$ cat config.mk
export PLATFORM = sky130hd
export DESIGN_NAME = insn_splitter
export DESIGN_NICKNAME = d
export VERILOG_FILES = /design/src/rtl/insn_splitter_pkg.sv /design/src/rtl/insn_splitter.sv
export SDC_FILE = /design/constraint.sdc
export NUM_CORES = 1
export LEC_CHECK = 0
export CAP_MARGIN = 10
export CORE_UTILIZATION = 45
export CTS_CLUSTER_DIAMETER = 150
export DETAILED_ROUTE_END_ITERATION = 10
export PLACE_DENSITY = 0.86
export SYNTH_ARGS = -nofsm -noshare
export SYNTH_HDL_FRONTEND = slang
export SYNTH_SLANG_ARGS = --single-unit
$ cat constraint.sdc
create_clock -name i_clk -period 3.17 [get_ports i_clk]
set_input_delay 0.634 -clock i_clk [delete_from_list [all_inputs] [get_ports i_clk]]
set_output_delay 0.634 -clock i_clk [all_outputs]
set_load 0.01 [all_outputs]
$ cat src/rtl/insn_splitter_pkg.sv
// Shared CPU definitions: where the compressed-instruction (CIS) marker sits in
// a 32-bit word and how each 15-bit half is laid out. The decoder reuses these.
package insn_splitter_pkg;

  localparam int CIS_BIT    = 31;
  localparam int CIS_HALF_W = 15;
  localparam int INSN_W     = 32;

  typedef enum logic {
    PH_HI = 1'b0,
    PH_LO = 1'b1
  } phase_t;

  // The high half keeps its own marker bit, so it is the top 16 bits unchanged.
  function automatic logic [INSN_W-1:0] cis_hi_insn(input logic [INSN_W-1:0] word);
    return {word[INSN_W-1:16], 16'h0000};
  endfunction

  // The low half has no marker of its own; re-insert one so decode sees a CIS half.
  function automatic logic [INSN_W-1:0] cis_lo_insn(input logic [INSN_W-1:0] word);
    return {1'b1, word[CIS_HALF_W-1:0], 16'h0000};
  endfunction

endpackage

$ cat src/rtl/insn_splitter.sv
// One-register stage between prefetch and decode. Issues full words once and
// CIS words as two halves. Also handles branch targets landing on a low half.
module insn_splitter
  import insn_splitter_pkg::*;
#(
  parameter int ADDRESS_WIDTH = 30,
  parameter bit OPT_CIS       = 1'b1
) (
  input  logic                     i_clk,
  input  logic                     i_reset_n,
  input  logic                     i_new_pc,
  input  logic                     i_clear_cache,
  input  logic [ADDRESS_WIDTH+1:0] i_pc,
  input  logic                     i_pf_valid,
  input  logic [INSN_W-1:0]        i_pf_insn,
  input  logic [ADDRESS_WIDTH+1:0] i_pf_pc,
  input  logic                     i_pf_illegal,
  output logic                     o_pf_ready,
  output logic                     o_valid,
  output logic [INSN_W-1:0]        o_insn,
  output logic [ADDRESS_WIDTH+1:0] o_pc,
  output logic                     o_cis,
  output logic                     o_illegal,
  input  logic                     i_stalled_n
);

  localparam int PW = ADDRESS_WIDTH + 2;

  // Handshakes: prefetch word moves on i_pf_valid && o_pf_ready;
  // decode takes an instruction on o_valid && i_stalled_n.
  logic [INSN_W-1:0] r_word, w_word_nxt;
  logic [PW-1:0]     r_pc, w_pc_nxt;
  logic              r_ill, w_ill_nxt;
  logic              r_mis, w_mis_nxt;
  logic              r_valid, w_valid_nxt;
  logic              r_start_lo, w_start_lo_nxt;
  phase_t            r_phase, w_phase_nxt;

  logic w_cis, w_last, w_flush, w_accept, w_issue, w_new_cis;
  logic w_unused_pc;

  assign w_cis     = OPT_CIS && r_word[CIS_BIT];
  assign w_new_cis = OPT_CIS && i_pf_insn[CIS_BIT];
  assign w_last    = !w_cis || r_ill || (r_phase == PH_LO);
  assign w_flush   = i_new_pc || i_clear_cache;

  assign o_pf_ready = !r_valid || (i_stalled_n && w_last);
  assign w_accept   = i_pf_valid && o_pf_ready && !w_flush;
  assign w_issue    = r_valid && i_stalled_n;

  // Only the half-word select of the branch target matters here.
  assign w_unused_pc = ^{i_pc[PW-1:2], i_pc[0]};

  always_ff @(posedge i_clk or negedge i_reset_n) begin
    if (!i_reset_n) begin
      r_word     <= '0;
      r_pc       <= '0;
      r_ill      <= 1'b0;
      r_mis      <= 1'b0;
      r_valid    <= 1'b0;
      r_start_lo <= 1'b0;
      r_phase    <= PH_HI;
    end else begin
      r_word     <= w_word_nxt;
      r_pc       <= w_pc_nxt;
      r_ill      <= w_ill_nxt;
      r_mis      <= w_mis_nxt;
      r_valid    <= w_valid_nxt;
      r_start_lo <= w_start_lo_nxt;
      r_phase    <= w_phase_nxt;
    end
  end

  always_comb begin
    w_word_nxt     = r_word;
    w_pc_nxt       = r_pc;
    w_ill_nxt      = r_ill;
    w_mis_nxt      = r_mis;
    w_valid_nxt    = r_valid;
    w_start_lo_nxt = r_start_lo;
    w_phase_nxt    = r_phase;
    if (w_flush) begin
      w_valid_nxt    = 1'b0;
      w_phase_nxt    = PH_HI;
      w_start_lo_nxt = i_new_pc && i_pc[1];
    end else if (w_accept) begin
      w_valid_nxt    = 1'b1;
      w_word_nxt     = i_pf_insn;
      w_pc_nxt       = i_pf_pc;
      w_ill_nxt      = i_pf_illegal;
      // A low-half target on a word with no low half cannot be honoured.
      w_mis_nxt      = r_start_lo && !w_new_cis;
      w_phase_nxt    = (r_start_lo && w_new_cis) ? PH_LO : PH_HI;
      w_start_lo_nxt = 1'b0;
    end else if (w_issue) begin
      if (!w_last) begin
        w_phase_nxt = PH_LO;
      end else begin
        w_valid_nxt = 1'b0;
      end
    end
  end

  always_comb begin
    o_valid   = r_valid;
    o_insn    = r_word;
    o_pc      = r_pc;
    o_cis     = 1'b0;
    o_illegal = r_ill || r_mis;
    if (r_mis) begin
      o_pc = r_pc + PW'(2);
    end else if (w_cis && !r_ill) begin
      o_cis = 1'b1;
      if (r_phase == PH_LO) begin
        o_insn = cis_lo_insn(r_word);
        o_pc   = r_pc + PW'(2);
      end else begin
        o_insn = cis_hi_insn(r_word);
      end
    end
  end

endmodule

==> flow_metrics.tcl <==
set metrics [dict create \
    max_slew.worst_pin.slew_ns 0.822 \
    fin_crit_sh_pct 96.4 \
    avgViaCountPerCell 5.16 \
    synthCells 304 \
    drive_gt1_share_pct 26.9 \
    fillCellCount 617 \
    drc 0 \
    synth_edf_count 0 \
    synth.distinct_cells 37 \
    cp_top_family "buffers and inverters" \
    yosys_register_bits 69 \
    routedWlPerCell_um 16.0 \
    htree_levels 3 \
    cp_slowest_cell "clkdlybuf4s50_1" \
    hp-class "in -> async" \
    end_kind "primary output" \
    worst_slack_ns 0.113 \
    grt_max_degree 43 \
    grt_pass1_vias 2870 \
    area_delta_synth_final_pct 47.2 \
    yosys_most_used_dff "dfrtp_1" \
    ant_nets 0 \
    fin_cells 556 \
    ys_async_sr_fraction_pct 100 \
    utilization_pct 69.9 \
    cts_root_buffer "clkbuf_8" \
    num_io_pins 171 \
    timing.rr.start "r_ill" \
    final_common_cell "clkdlybuf4s50_1" \
    place_congestion 0.798 \
    max_slew_margin_pct 45.2 \
    clock.fmax_mhz 327 \
    antenna_cells 0 \
    netlist_area_sq_mm 0.00372 \
    cts_sinks 69 \
    finalHoldViolCount 0 \
    die_w_um 93.0 \
    io_buffer_count 139 \
    setup.worst_path.start_class "flip-flop" \
    grt.total_usage_pct 21.0 \
    dp.cells 534 \
    crit_type "reg -> out" \
    avgSynthCellArea_sq_um 12.3 \
    min_period_ns 3.06 \
    gr-total-overflow 0 \
    nets 553 \
    fin_area_sq_mm 0.00548 \
    mostFrequentLayoutCells "clkdlybuf4s50_1 (138), dfrtp_1 (66), mux2_2 (65), xor2_1 (20), mux2_1 (16)" \
    die_y_um 93.0 \
    dieArea_sq_mm 0.00865 \
    synth-warning-count 0 \
    grtUsageMet3_pct 5.61 \
    via_count 2867 \
    synthesis.nets 408 \
    finalSetupViolCount 0 \
    path_clk_slew_ns 0.07 \
    clkLatencyLatePin_ns 0.34 \
    grt_pass1_wl_um 14100 \
    power_density_mw_per_mm2 518 \
    drtIter0Drc 83 \
    dp_hpwl_um 6330 \
    rows 32 \
    worstPathMaxFanout 6 \
    timing.rr.end "r_word[22]" \
    ir_drop_mv 0.306 \
    pre_cts_slack_ns 0.233 \
    clk_path_buf_depth 2 \
    drt-pass1-iter-count 4 \
    placed_cell_area_sq_mm 0.00519 \
    core_sq_mm 0.00785 \
    reg2reg_depth 5 \
    status "finished clean" \
    maxSlewViolCount 0 \
    start_util_pct 47.5 \
    yosysSeqAreaShare_pct 46.4 \
    globalRouteMet1Util_pct 26.5 \
    crit_arrival_ns 2.42 \
    antenna_found_initial 0 \
    p_leak_uw 0.00225 \
    crit_chain "ha_1 -> and4_4 -> o211ai_4 -> nor3_1 -> xnor2_1 -> clkdlybuf4s50_1" \
    path_buf_inv 1 \
    grtUsageMet2_pct 35.7 \
    rrSetupSlack_ns 1.42 \
    top_usage_layer "met2" \
    drt_wl_total_um 8870 \
    p_total_uw 2840 \
    cpPeakStageDelay_ns 0.56 \
    critPathRequiredTime_ns 2.54 \
    cts_buffers 9 \
    worst_clock_skew_ns 0.0106 \
    cap_violations 0 \
    cts_tree "done" \
]
[cell families (layout without fill, tap and decap cells)]
family	Yosys count	after routing	share of synthesized area, %
multiplexers	81	81	24.5
adder cells (fa/ha/maj)	1	1	0.336
flip-flops	69	69	46.4
buffers and inverters	26	174	4.30
XOR/XNOR	30	30	7.05
AO/OA/AOI/OAI	8	9	2.05
AND/OR/NAND/NOR	89	90	15.4
[layout make-up]
type	count	area [sq um]	area share [%]
Sequential cell	69	1730	31.6
Multi-Input combinational cell	211	1950	35.5
Timing Repair Buffer	149	1490	27.1
Tap cell	102	128	2.33
Inverter	9	33.8	0.616
Clock inverter	5	27.5	0.502
Clock buffer	11	131	2.40
[power breakdown]
group	leakage, uW	switching (uW)	internal (uW)
Combinational	0.00134	376	642
Sequential	0.000820	166	1050
Clock	0.0000829	324	279
Total	0.00225	867	1970
[worst reg2reg max path, delay by kind of cell (launching register included)]
kind	cells	cell delay, ns
buffers and inverters	1	0.31
AOI/OAI and AO/OA	1	0.13
and+or+nand+nor	2	0.38
DFF	1	0.43
muxes	1	0.39
[cells in the mapped netlist, drive strengths merged (2+ instances only)]
cell,number,share of area [%]
nor3,11,1.5
nand3,8,1.2
nor2b,15,2.5
xnor2,10,2.4
and3,3,0.50
and2b,2,0.40
and4,4,0.94
a32o,2,0.54
buf,16,3.3
and2,2,0.34
nor4,9,2.8
xor2,20,4.7
dfrtp,69,46
inv,9,0.91
o211ai,3,0.87
mux2,81,24
nor2,7,0.71
nand2,15,1.5
or2,4,0.67
nor3b,2,0.67
nand4,4,1.1
[registers in the layout, summed over array words and instances (netlist names)]
register / cells
o_valid: 1
r_ill: 1
r_mis: 1
r_pc: 32
r_phase: 1
r_start_lo: 1
r_word: 32
[timing repair]
action / 4_1_cts / 5_1_grt
pin swaps: 0 / 3
endpoints found under the setup margin: 15 / 20
setup buffers: 0 / 4
cloned: 0 / 2
gates resized for setup: 4 / 13
hold buffers: 0 / 0
endpoints found under the hold margin: 0 / 0
[layer usage]
metal,routed length (um),share of wire (%)
met2,4530,51
met4,52,0.59
met3,573,6.5
met1,3720,42
met5,0,0
[worst max-delay path by stage]
stage	start	to	slack, ns	cells after the start
2_1_floorplan	r_mis	o_insn[21]	0.89	6
3_3_place_gp	r_pc[1]	o_pc[25]	0.29	6
3_5_place_dp	r_pc[1]	o_pc[25]	0.23	6
4_1_cts	r_ill	o_pc[26]	0.004	5
5_1_grt	r_pc[1]	o_pc[23]	-0.03	6
6_report	r_pc[1]	o_pc[23]	0.11	6
[through the flow]
step	TNS [ns]	hold slack, ns
5_1_grt	-0.0483	0.447
3_5_place_dp	0	0.477
6_report	0	0.385
4_1_cts	0	0.410
3_3_place_gp	0	0.470
2_1_floorplan	0	0.338
Note: power is estimated with default switching activity, not from simulation.
